===== src/rtl/mem_pkg.sv =====
// Shared definitions for the data-memory stage:
// access size codes, FSM states and byte-lane helpers.
package mem_pkg;

    localparam logic [1:0] SZ_BYTE = 2'b00;
    localparam logic [1:0] SZ_HALF = 2'b01;
    localparam logic [1:0] SZ_WORD = 2'b10;

    typedef enum logic [1:0] {
        S_IDLE    = 2'd0,
        S_RD_WAIT = 2'd1,
        S_DONE    = 2'd2
    } state_t;

    // Byte-lane enables for a store of the given size at offset lo.
    function automatic logic [3:0] byte_en(
        input logic [1:0] size,
        input logic [1:0] lo
    );
        logic [3:0] be;
        be = 4'b0000;
        unique case (size)
            SZ_BYTE: be = 4'b0001 << lo;
            SZ_HALF: be = lo[1] ? 4'b1100 : 4'b0011;
            SZ_WORD: be = 4'b1111;
            default: be = 4'b0000;
        endcase
        return be;
    endfunction

    // Illegal size or an address not aligned to the access size.
    function automatic logic misaligned(
        input logic [1:0] size,
        input logic [1:0] lo
    );
        logic bad;
        bad = 1'b0;
        unique case (size)
            SZ_BYTE: bad = 1'b0;
            SZ_HALF: bad = lo[0];
            SZ_WORD: bad = (lo != 2'b00);
            default: bad = 1'b1;
        endcase
        return bad;
    endfunction

endpackage


===== src/rtl/ram_be_sp.sv =====
// Single-port RAM, synchronous read, four byte-enabled lanes.
// A read in the same cycle as a write returns the old word.
module ram_be_sp #(
    parameter int WORD_ADDR_W = 6,
    parameter int INIT_ZERO   = 1
) (
    input  logic                   clk,
    input  logic                   we,
    input  logic [3:0]             be,
    input  logic [WORD_ADDR_W-1:0] addr,
    input  logic [31:0]            wdata,
    output logic [31:0]            rdata
);

    localparam int DEPTH = 2 ** WORD_ADDR_W;

    if (INIT_ZERO != 0) begin : g_zero
        logic [31:0] mem [DEPTH] = '{default: '0};

        // Lane-masked write and registered read of the old word.
        always_ff @(posedge clk) begin
            for (int i = 0; i < 4; i++) begin
                if (we && be[i]) begin
                    mem[addr][8*i +: 8] <= wdata[8*i +: 8];
                end
            end
            rdata <= mem[addr];
        end
    end else begin : g_undef
        logic [31:0] mem [DEPTH];

        // Lane-masked write and registered read of the old word.
        always_ff @(posedge clk) begin
            for (int i = 0; i < 4; i++) begin
                if (we && be[i]) begin
                    mem[addr][8*i +: 8] <= wdata[8*i +: 8];
                end
            end
            rdata <= mem[addr];
        end
    end

endmodule


===== src/rtl/ram_lsu_ctrl.sv =====
// Load/store controller around a byte-enabled RAM, with
// sign/zero-extended loads and an LED view of the last word.
module ram_lsu_ctrl
    import mem_pkg::*;
#(
    parameter int WORD_ADDR_W = 6,
    parameter int INIT_ZERO   = 1
) (
    input  logic                   Clk,
    input  logic                   Rst,
    input  logic                   Req,
    input  logic                   Mem_Write,
    input  logic [1:0]             Size,
    input  logic                   Sign_Ext,
    input  logic [WORD_ADDR_W+1:0] Addr,
    input  logic [31:0]            W_Data,
    input  logic [1:0]             LED_Sel,
    output logic                   Busy,
    output logic                   Done,
    output logic                   Misalign,
    output logic [31:0]            R_Data,
    output logic [7:0]             LED
);

    state_t      state_q;
    state_t      state_d;
    logic        accept;
    logic        req_mis;
    logic        ram_we;
    logic [3:0]  ram_be;
    logic [31:0] ram_wdata;
    logic [31:0] ram_rdata;

    logic [1:0]  size_q;
    logic        sext_q;
    logic [1:0]  lo_q;
    logic        mis_q;
    logic [31:0] last_word;
    logic [31:0] r_data_q;
    logic [7:0]  led_q;
    logic [31:0] load_val;
    logic [7:0]  lane_b;
    logic [15:0] lane_h;

    assign req_mis = misaligned(Size, Addr[1:0]);
    assign ram_be  = byte_en(Size, Addr[1:0]);

    // Replicate store data so every enabled lane sees its bytes.
    always_comb begin
        ram_wdata = W_Data;
        unique case (Size)
            SZ_BYTE: ram_wdata = {4{W_Data[7:0]}};
            SZ_HALF: ram_wdata = {2{W_Data[15:0]}};
            default: ram_wdata = W_Data;
        endcase
    end

    ram_be_sp #(
        .WORD_ADDR_W (WORD_ADDR_W),
        .INIT_ZERO   (INIT_ZERO)
    ) u_ram (
        .clk   (Clk),
        .we    (ram_we),
        .be    (ram_be),
        .addr  (Addr[WORD_ADDR_W+1:2]),
        .wdata (ram_wdata),
        .rdata (ram_rdata)
    );

    // State register; reset wins over everything.
    always_ff @(posedge Clk) begin
        if (Rst) begin
            state_q <= S_IDLE;
        end else begin
            state_q <= state_d;
        end
    end

    // Next state, accept strobe and RAM write strobe.
    always_comb begin
        state_d = state_q;
        accept  = 1'b0;
        ram_we  = 1'b0;
        unique case (state_q)
            S_IDLE: begin
                if (Req && !Rst) begin
                    accept = 1'b1;
                    if (req_mis) begin
                        state_d = S_DONE;
                    end else if (Mem_Write) begin
                        ram_we  = 1'b1;
                        state_d = S_DONE;
                    end else begin
                        state_d = S_RD_WAIT;
                    end
                end
            end
            S_RD_WAIT: state_d = S_DONE;
            S_DONE:    state_d = S_IDLE;
            default:   state_d = S_IDLE;
        endcase
    end

    // Capture the request attributes needed after acceptance.
    always_ff @(posedge Clk) begin
        if (Rst) begin
            size_q <= SZ_BYTE;
            sext_q <= 1'b0;
            lo_q   <= 2'b00;
            mis_q  <= 1'b0;
        end else if (accept) begin
            size_q <= Size;
            sext_q <= Sign_Ext;
            lo_q   <= Addr[1:0];
            mis_q  <= req_mis;
        end
    end

    assign lane_b = ram_rdata[8*lo_q +: 8];
    assign lane_h = ram_rdata[16*lo_q[1] +: 16];

    // Select the addressed lane and extend it.
    always_comb begin
        load_val = ram_rdata;
        unique case (size_q)
            SZ_BYTE: load_val = {{24{sext_q & lane_b[7]}}, lane_b};
            SZ_HALF: load_val = {{16{sext_q & lane_h[15]}}, lane_h};
            default: load_val = ram_rdata;
        endcase
    end

    // Latch raw word and extended result when read data is valid.
    always_ff @(posedge Clk) begin
        if (Rst) begin
            last_word <= '0;
            r_data_q  <= '0;
        end else if (state_q == S_RD_WAIT) begin
            last_word <= ram_rdata;
            r_data_q  <= load_val;
        end
    end

    // LED shows the selected byte of the last fetched word.
    always_ff @(posedge Clk) begin
        if (Rst) begin
            led_q <= '0;
        end else begin
            led_q <= last_word[8*LED_Sel +: 8];
        end
    end

    assign Busy     = (state_q != S_IDLE);
    assign Done     = (state_q == S_DONE);
    assign Misalign = Done & mis_q;
    assign R_Data   = r_data_q;
    assign LED      = led_q;

endmodule


===== config.mk =====
export PLATFORM = sky130hd
export DESIGN_NAME = ram_lsu_ctrl
export DESIGN_NICKNAME = d
export VERILOG_FILES = /design/src/rtl/mem_pkg.sv /design/src/rtl/ram_be_sp.sv /design/src/rtl/ram_lsu_ctrl.sv
export SDC_FILE = /design/constraint.sdc
export NUM_CORES = 2
export LEC_CHECK = 0
export BUFFER_PORTS_ARGS = -buffer_cell sky130_fd_sc_hd__clkbuf_2
export CAP_MARGIN = 20
export CORE_MARGIN = 5
export CORE_UTILIZATION = 45
export CTS_CLUSTER_SIZE = 12
export DETAILED_ROUTE_END_ITERATION = 16
export PLACE_DENSITY = 0.71
export SYNTH_ARGS = -nofsm -noshare
export SYNTH_HDL_FRONTEND = slang
export SYNTH_HIERARCHICAL = 1
export SYNTH_SLANG_ARGS = --single-unit

===== constraint.sdc =====
create_clock -name Clk -period 8.3 [get_ports Clk]
set_input_delay 1.66 -clock Clk [delete_from_list [all_inputs] [get_ports Clk]]
set_output_delay 1.66 -clock Clk [all_outputs]
set_load 0.05 [all_outputs]

# After elaboration in Yosys (flattened, before gate mapping)
# Memory sizes are Yosys's and may differ from the RTL's. A register that Yosys moved wholly into a read port is not among the register bits.
# Index checks and enable logic that the tools add are counted.
word_totals:
  register_bits: 80
  ramBits: 2048
  out_inout_bits: 43
  word_cells: 56
  mem_count: 1
mem_list:
  columns: ["memory", "words", "width", "read_ports", "rd_ports_with_merged_regs", "write_ports", "line_no", "text"]
  rows:
  - ["u_ram.g_zero.mem", 64, 32, 1, 1, 1, "ram_be_sp.sv:18", "logic [31:0] mem [DEPTH] = '{default: '0};"]
classes:
  n_eq_ne: 6
  n_shift: 4
  n_mux: 23
  n_bitwise: 3
  reduce_logical: 11
ops:
  columns: ["operator", "n"]
  rows:
  - ["case mux 32 bit (2 select lines)", 2]
  - ["indexed part select 32 x 6 -> 8 bit", 2]
  - ["indexed part select 32 x 6 -> 16 bit", 1]
  - ["2-to-1 mux 1 bit", 14]
  - ["case mux 4 bit (3 select lines)", 1]
  - ["equality test 2 x 1 -> 1 bit (second input constant)", 3]
  - ["logical NOT 2 bit", 3]
  - ["2-to-1 mux 2 bit", 3]
  - ["logical AND 1 bit", 5]
  - ["equality test 2 bit (second input constant)", 2]
  - ["2-to-1 mux 4 bit", 1]
  - ["case mux 2 bit (2 select lines)", 1]
  - ["nonzero test 2 bit", 2]
  - ["<< shifter 1 x 2 -> 4 bit (first input constant)", 1]
  - ["bitwise AND 1 bit", 3]
  - ["case mux 1 bit (3 select lines)", 1]
  - ["!= test 2 bit (second input constant)", 1]
  - ["logical NOT 1 bit", 1]

# Longest topological paths before layout
depth:
  ltp_word: 8
  depth_mapped: 11

# By module
# The synthesis kept the hierarchy.
by_module_without_submodules:
  columns: ["mod", "n_inst", "cells_per_inst", "area_per_inst_um2", "seq_area_each_um2"]
  rows:
  - ["ram_be_sp", 1, 4646, 79048.3, 62139.6]
  - ["ram_lsu_ctrl", 1, 446, 3817.4, 1601.5]

# Worst setup path before layout
# OpenSTA, ideal clock, no wires.
synth_path:
  path_type: "input to register"
  startpoint: "in Size[0]"
  endpoint: "mem u_ram.g_zero.mem[0][28], data pin"
  t_arrival_ns: 4.704
  t_required_ns: 7.598
  slack_ns: 2.895
  cell_stages: 4
  n_path_buf: 2
  cell_sequence: "buf_2 -> buf_2 -> mux2i_1 -> o21ai_0"
synth_via:
  elab_chain_len: 2
  word_cells_on_any_way: 3
  classes_between: "eq/ne: 1; mux: 1; reduce/logical: 1"
synth_lines:
  columns: ["item", "line_no", "text"]
  rows:
  - ["from (decl)", "ram_lsu_ctrl.sv:13", "input logic [1:0] Size,"]
  - ["equality test 2 x 1 -> 1 bit / logical NOT 2 bit (equally long branches)", "ram_lsu_ctrl.sv:51", "unique case (Size)"]
  - ["case mux 32 bit (2 select lines) *", "ram_lsu_ctrl.sv:51", null]
  - ["named net ram_wdata[28]", "ram_lsu_ctrl.sv:31", "logic [31:0] ram_wdata;"]
  - ["to (decl)", "ram_be_sp.sv:18", null]
# The timed path passes the listed nets; every way through them passes the cells marked *.

# Worst setup path after layout
layout_path:
  startpoint: "in Addr[2]"
  endpoint: "mem u_ram.g_zero.mem[39][22] (enable)"
layout_rtl:
  columns: ["item", "line_no", "text"]
  rows:
  - ["from (decl)", "ram_lsu_ctrl.sv:15", "input logic [WORD_ADDR_W+1:0] Addr,"]
# No word-level cell before the write port.

==> impl_metrics.sql <==
INSERT INTO impl_metrics (metric_group, metric, value, unit) VALUES
('run_status', 'status', 'finished, final reports clean', ''),
('logic_synthesis', 'syn-cell-area', '0.0829', 'mm^2'),
('cts', 'clkLatencyLatePin', '850', 'ps'),
('critical_path', 'cp_cell_sequence', 'buf_6 > nand2_2 > nor2_1 > nand2_1 > nor2_1', ''),
('logic_synthesis', 'synth_xor_xnor_area_share', '0', '%'),
('cells_and_area', 'design_area', '0.0919', 'mm^2'),
('critical_path', 'timing.critical_path.slowest_cell_delay', '1170', 'ps'),
('logic_synthesis', 'cell_types_occupying_the_most_area_after_synthesis', 'edfxtp_1 74%, a221oi_1 5.3%, dfxtp_1 2.7%, a22oi_1 2.6%, nor2_1 2.4%', ''),
('logic_synthesis', 'synth_top_cell_area_share', '74.2', '%'),
('timing', 'finalClockSkew', '36.4', 'ps'),
('power', 'peakVddDrop', '166', 'uV'),
('global_routing', 'grt_pass1_wl', '359', 'mm'),
('place', 'gp_routability_congestion', '0.923', ''),
('timing', 'hold_viol', '0', ''),
('drt', 'routed_wl', '254', 'mm'),
('logic_synthesis', 'synth_compound_area_share', '12.1', '%'),
('drt', 'vias_per_cell', '6.73', ''),
('cts', 'clkSinkCount', '2160', ''),
('timing', 'finalSetupViolations', '0', ''),
('logic_synthesis', 'yosys_register_bits', '2160', ''),
('global_routing', 'antenna_violations_before_repair', '17', ''),
('global_routing', 'grt_start_max_net_pins', '116', ''),
('power', 'power_frac_seq', '54.7', '%'),
('power', 'power.clock.fraction', '39.1', '%'),
('floorplanning', 'die_w', '439', 'um'),
('power', 'power_density', '241', 'mW/mm^2'),
('place', 'numPortBuffers', '91', ''),
('floorplanning', 'design.portCount', '92', ''),
('logic_synthesis', 'netlist-cell-type-count', '62', ''),
('timing', 'final_period_minus_worst_setup_slack', '5400', 'ps'),
('critical_path', 'crit_path_frequent_cell', 'nor2_1', ''),
('floorplanning', 'floorplan.initialDensity', '45.3', '%'),
('place', 'dp_hpwl', '151', 'mm'),
('logic_synthesis', 'async_flop_share', '0', '%'),
('cts', 'clock_h_tree_levels', '4', ''),
('power', 'p_sw_share', '22.7', '%'),
('cells_and_area', 'finalNetCount', '5149', ''),
('min_path', 'hp-class', 'register to register', ''),
('logic_synthesis', 'synthTopCellsByCount', '2048 x edfxtp_1, 522 x nor2_1, 501 x a221oi_1', ''),
('timing', 'setup_total_negative_slack', '0', 'ps'),
('drt', 'drc_errors', '0', ''),
('power', 'combinational_share_of_power', '6.2', '%'),
('cts', 'cts_resized', '0', ''),
('cts', 'tritoncts_clock_tree', 'built', ''),
('cells_and_area', 'area_growth_syn_to_layout', '10.9', '%'),
('logic_synthesis', 'synth_top_family_by_area', 'compound AO/OA/AOI/OAI gates', ''),
('timing', 'worst_slew_margin_rel', '14.3', '%'),
('critical_path', 'path_class', 'primary input to register', ''),
('global_routing', 'groute.usage.overall', '25.7', '%'),
('critical_path', 'critPathMaxFanout', '55', ''),
('global_routing', 'total_gr_overflow', '0', ''),
('drt', 'drt_iter0_drc', '9158', ''),
('global_routing', 'first_global_vias', '49000', ''),
('floorplanning', 'row_count', '157', ''),
('power', 'power_leakage', '28.3', 'nW'),
('drt', 'routed-via-count', '51900', ''),
('logic_synthesis', 'synth_warnings', '6', ''),
('cells_and_area', 'drive_gt1_share', '12.3', '%'),
('critical_path', 'cp.required', '8760', 'ps'),
('drt', 'drt-wirelength-per-cell', '33.0', 'um'),
('logic_synthesis', 'yosys.area_share.simple', '4.73', '%'),
('critical_path', 'start_kind', 'primary input', ''),
('cells_and_area', 'layout.cells.non_filler', '7711', ''),
('logic_synthesis', 'synth_edf_count', '2048', ''),
('floorplanning', 'floorplan.die_area', '0.193', 'mm^2'),
('critical_path', 'crit_path_top_delay_cell', 'nor2_1', ''),
('logic_synthesis', 'synth_top_area_cell', 'edfxtp_1', ''),
('power', 'power.total', '22.2', 'mW'),
('logic_synthesis', 'ys.flop_type', 'edfxtp_1', ''),
('logic_synthesis', 'yosys.area_share.adder', '0', '%'),
('logic_synthesis', 'syn_inst', '5092', '');
layout by cell type (no fill, tap or decap), types with 113 or more instances in the layout:
| cell type | netlist | routed |
|---|---|---|
| nor2_1 | 522 | 519 |
| a21oi_1 | 126 | 126 |
| a22oi_1 | 291 | 291 |
| a221oi_1 | 501 | 501 |
| clkbuf_16 | 0 | 215 |
| edfxtp_1 | 2048 | 2048 |
| mux2i_1 | 113 | 113 |
| o22ai_1 | 137 | 137 |
| o21ai_0 | 133 | 125 |
| nand2_1 | 171 | 168 |
flip-flops by register name (all words and copies together), names as in the netlist:
signal	flops
size_q	2
u_ram/rdata	32
state_q	2
mis_q	1
R_Data	32
sext_q	1
u_ram/g_zero.mem	2048
lo_q	2
LED	8
last_word	32
routing by layer:
| layer | global-route usage [%] | vias to the layer above | part of all wire [%] |
|---|---|---|---|
| li1 | - | 20800 | - |
| met1 | 34.4 | 25800 | 35 |
| met2 | 37.6 | 4564 | 44 |
| met3 | 8.77 | 827 | 15 |
| met4 | 12.8 | 16 | 5.9 |
| met5 | 0 | - | 0.039 |
stage by stage:
| step | hold WS [ps] | setup slack [ps] | utilization (%) |
|---|---|---|---|
| finish | 451 | 2900 | 50.2 |
| global route | 474 | 3180 | 50.2 |
| CTS | 454 | 3320 | 50.2 |
| detailed placement | 446 | 2380 | 46.8 |
| global placement | 439 | 2500 | 46.8 |
| floorplan | 432 | 2890 | - |
worst max-delay path, delay by kind of cell:
family                 cells  cell delay (ps)
buffers and inverters      1              560
and+or+nand+nor            4             3540
cell families (layout without fill, tap and decap cells):
group           Yosys count  after routing
other cells               0             15
compound gates         1351           1351
mux                     255            255
buf+inv                 418            558
simple gates            908            908
flops                  2160           2160
path summary, 6_finish.rpt:
path | from | endpoint | slack, ps | cells past startpoint
min reg2reg | last_word[22]$_SDFFE_PP0P_ | last_word[22]$_SDFFE_PP0P_ | 450 | 2
max | Addr[2] | u_ram/g_zero.mem[39][22]$_DFFE_PP_ | 2900 | 5
max reg2reg | state_q[1]$_SDFFE_PP0P_ | u_ram/g_zero.mem[5][17]$_DFFE_PP_ | 3530 | 5
min | last_word[22]$_SDFFE_PP0P_ | last_word[22]$_SDFFE_PP0P_ | 450 | 2
final cells by class:
type | instances | area (um^2)
Inverter | 7 | 38.8
Multi-Input combinational cell | 2514 | 17400
Tap cell | 2464 | 3080
Fill cell | 14800 | 91200
Clock inverter | 40 | 270
Clock buffer | 303 | 5800
Timing Repair Buffer | 208 | 1470
Sequential cell | 2160 | 63700
Antenna cell | 15 | 37.5
power by group through the flow:
stage	Clock (mW)	Combinational, mW	Sequential (mW)
detailed placement	0	1.33	12.4
finish	8.67	1.38	12.1
global placement	0	1.31	12.4
floorplan	0	0.711	12.3
global route	9.17	1.41	12.1
CTS	8.71	1.33	12.1
Note: power is estimated with default switching activity, not from simulation.
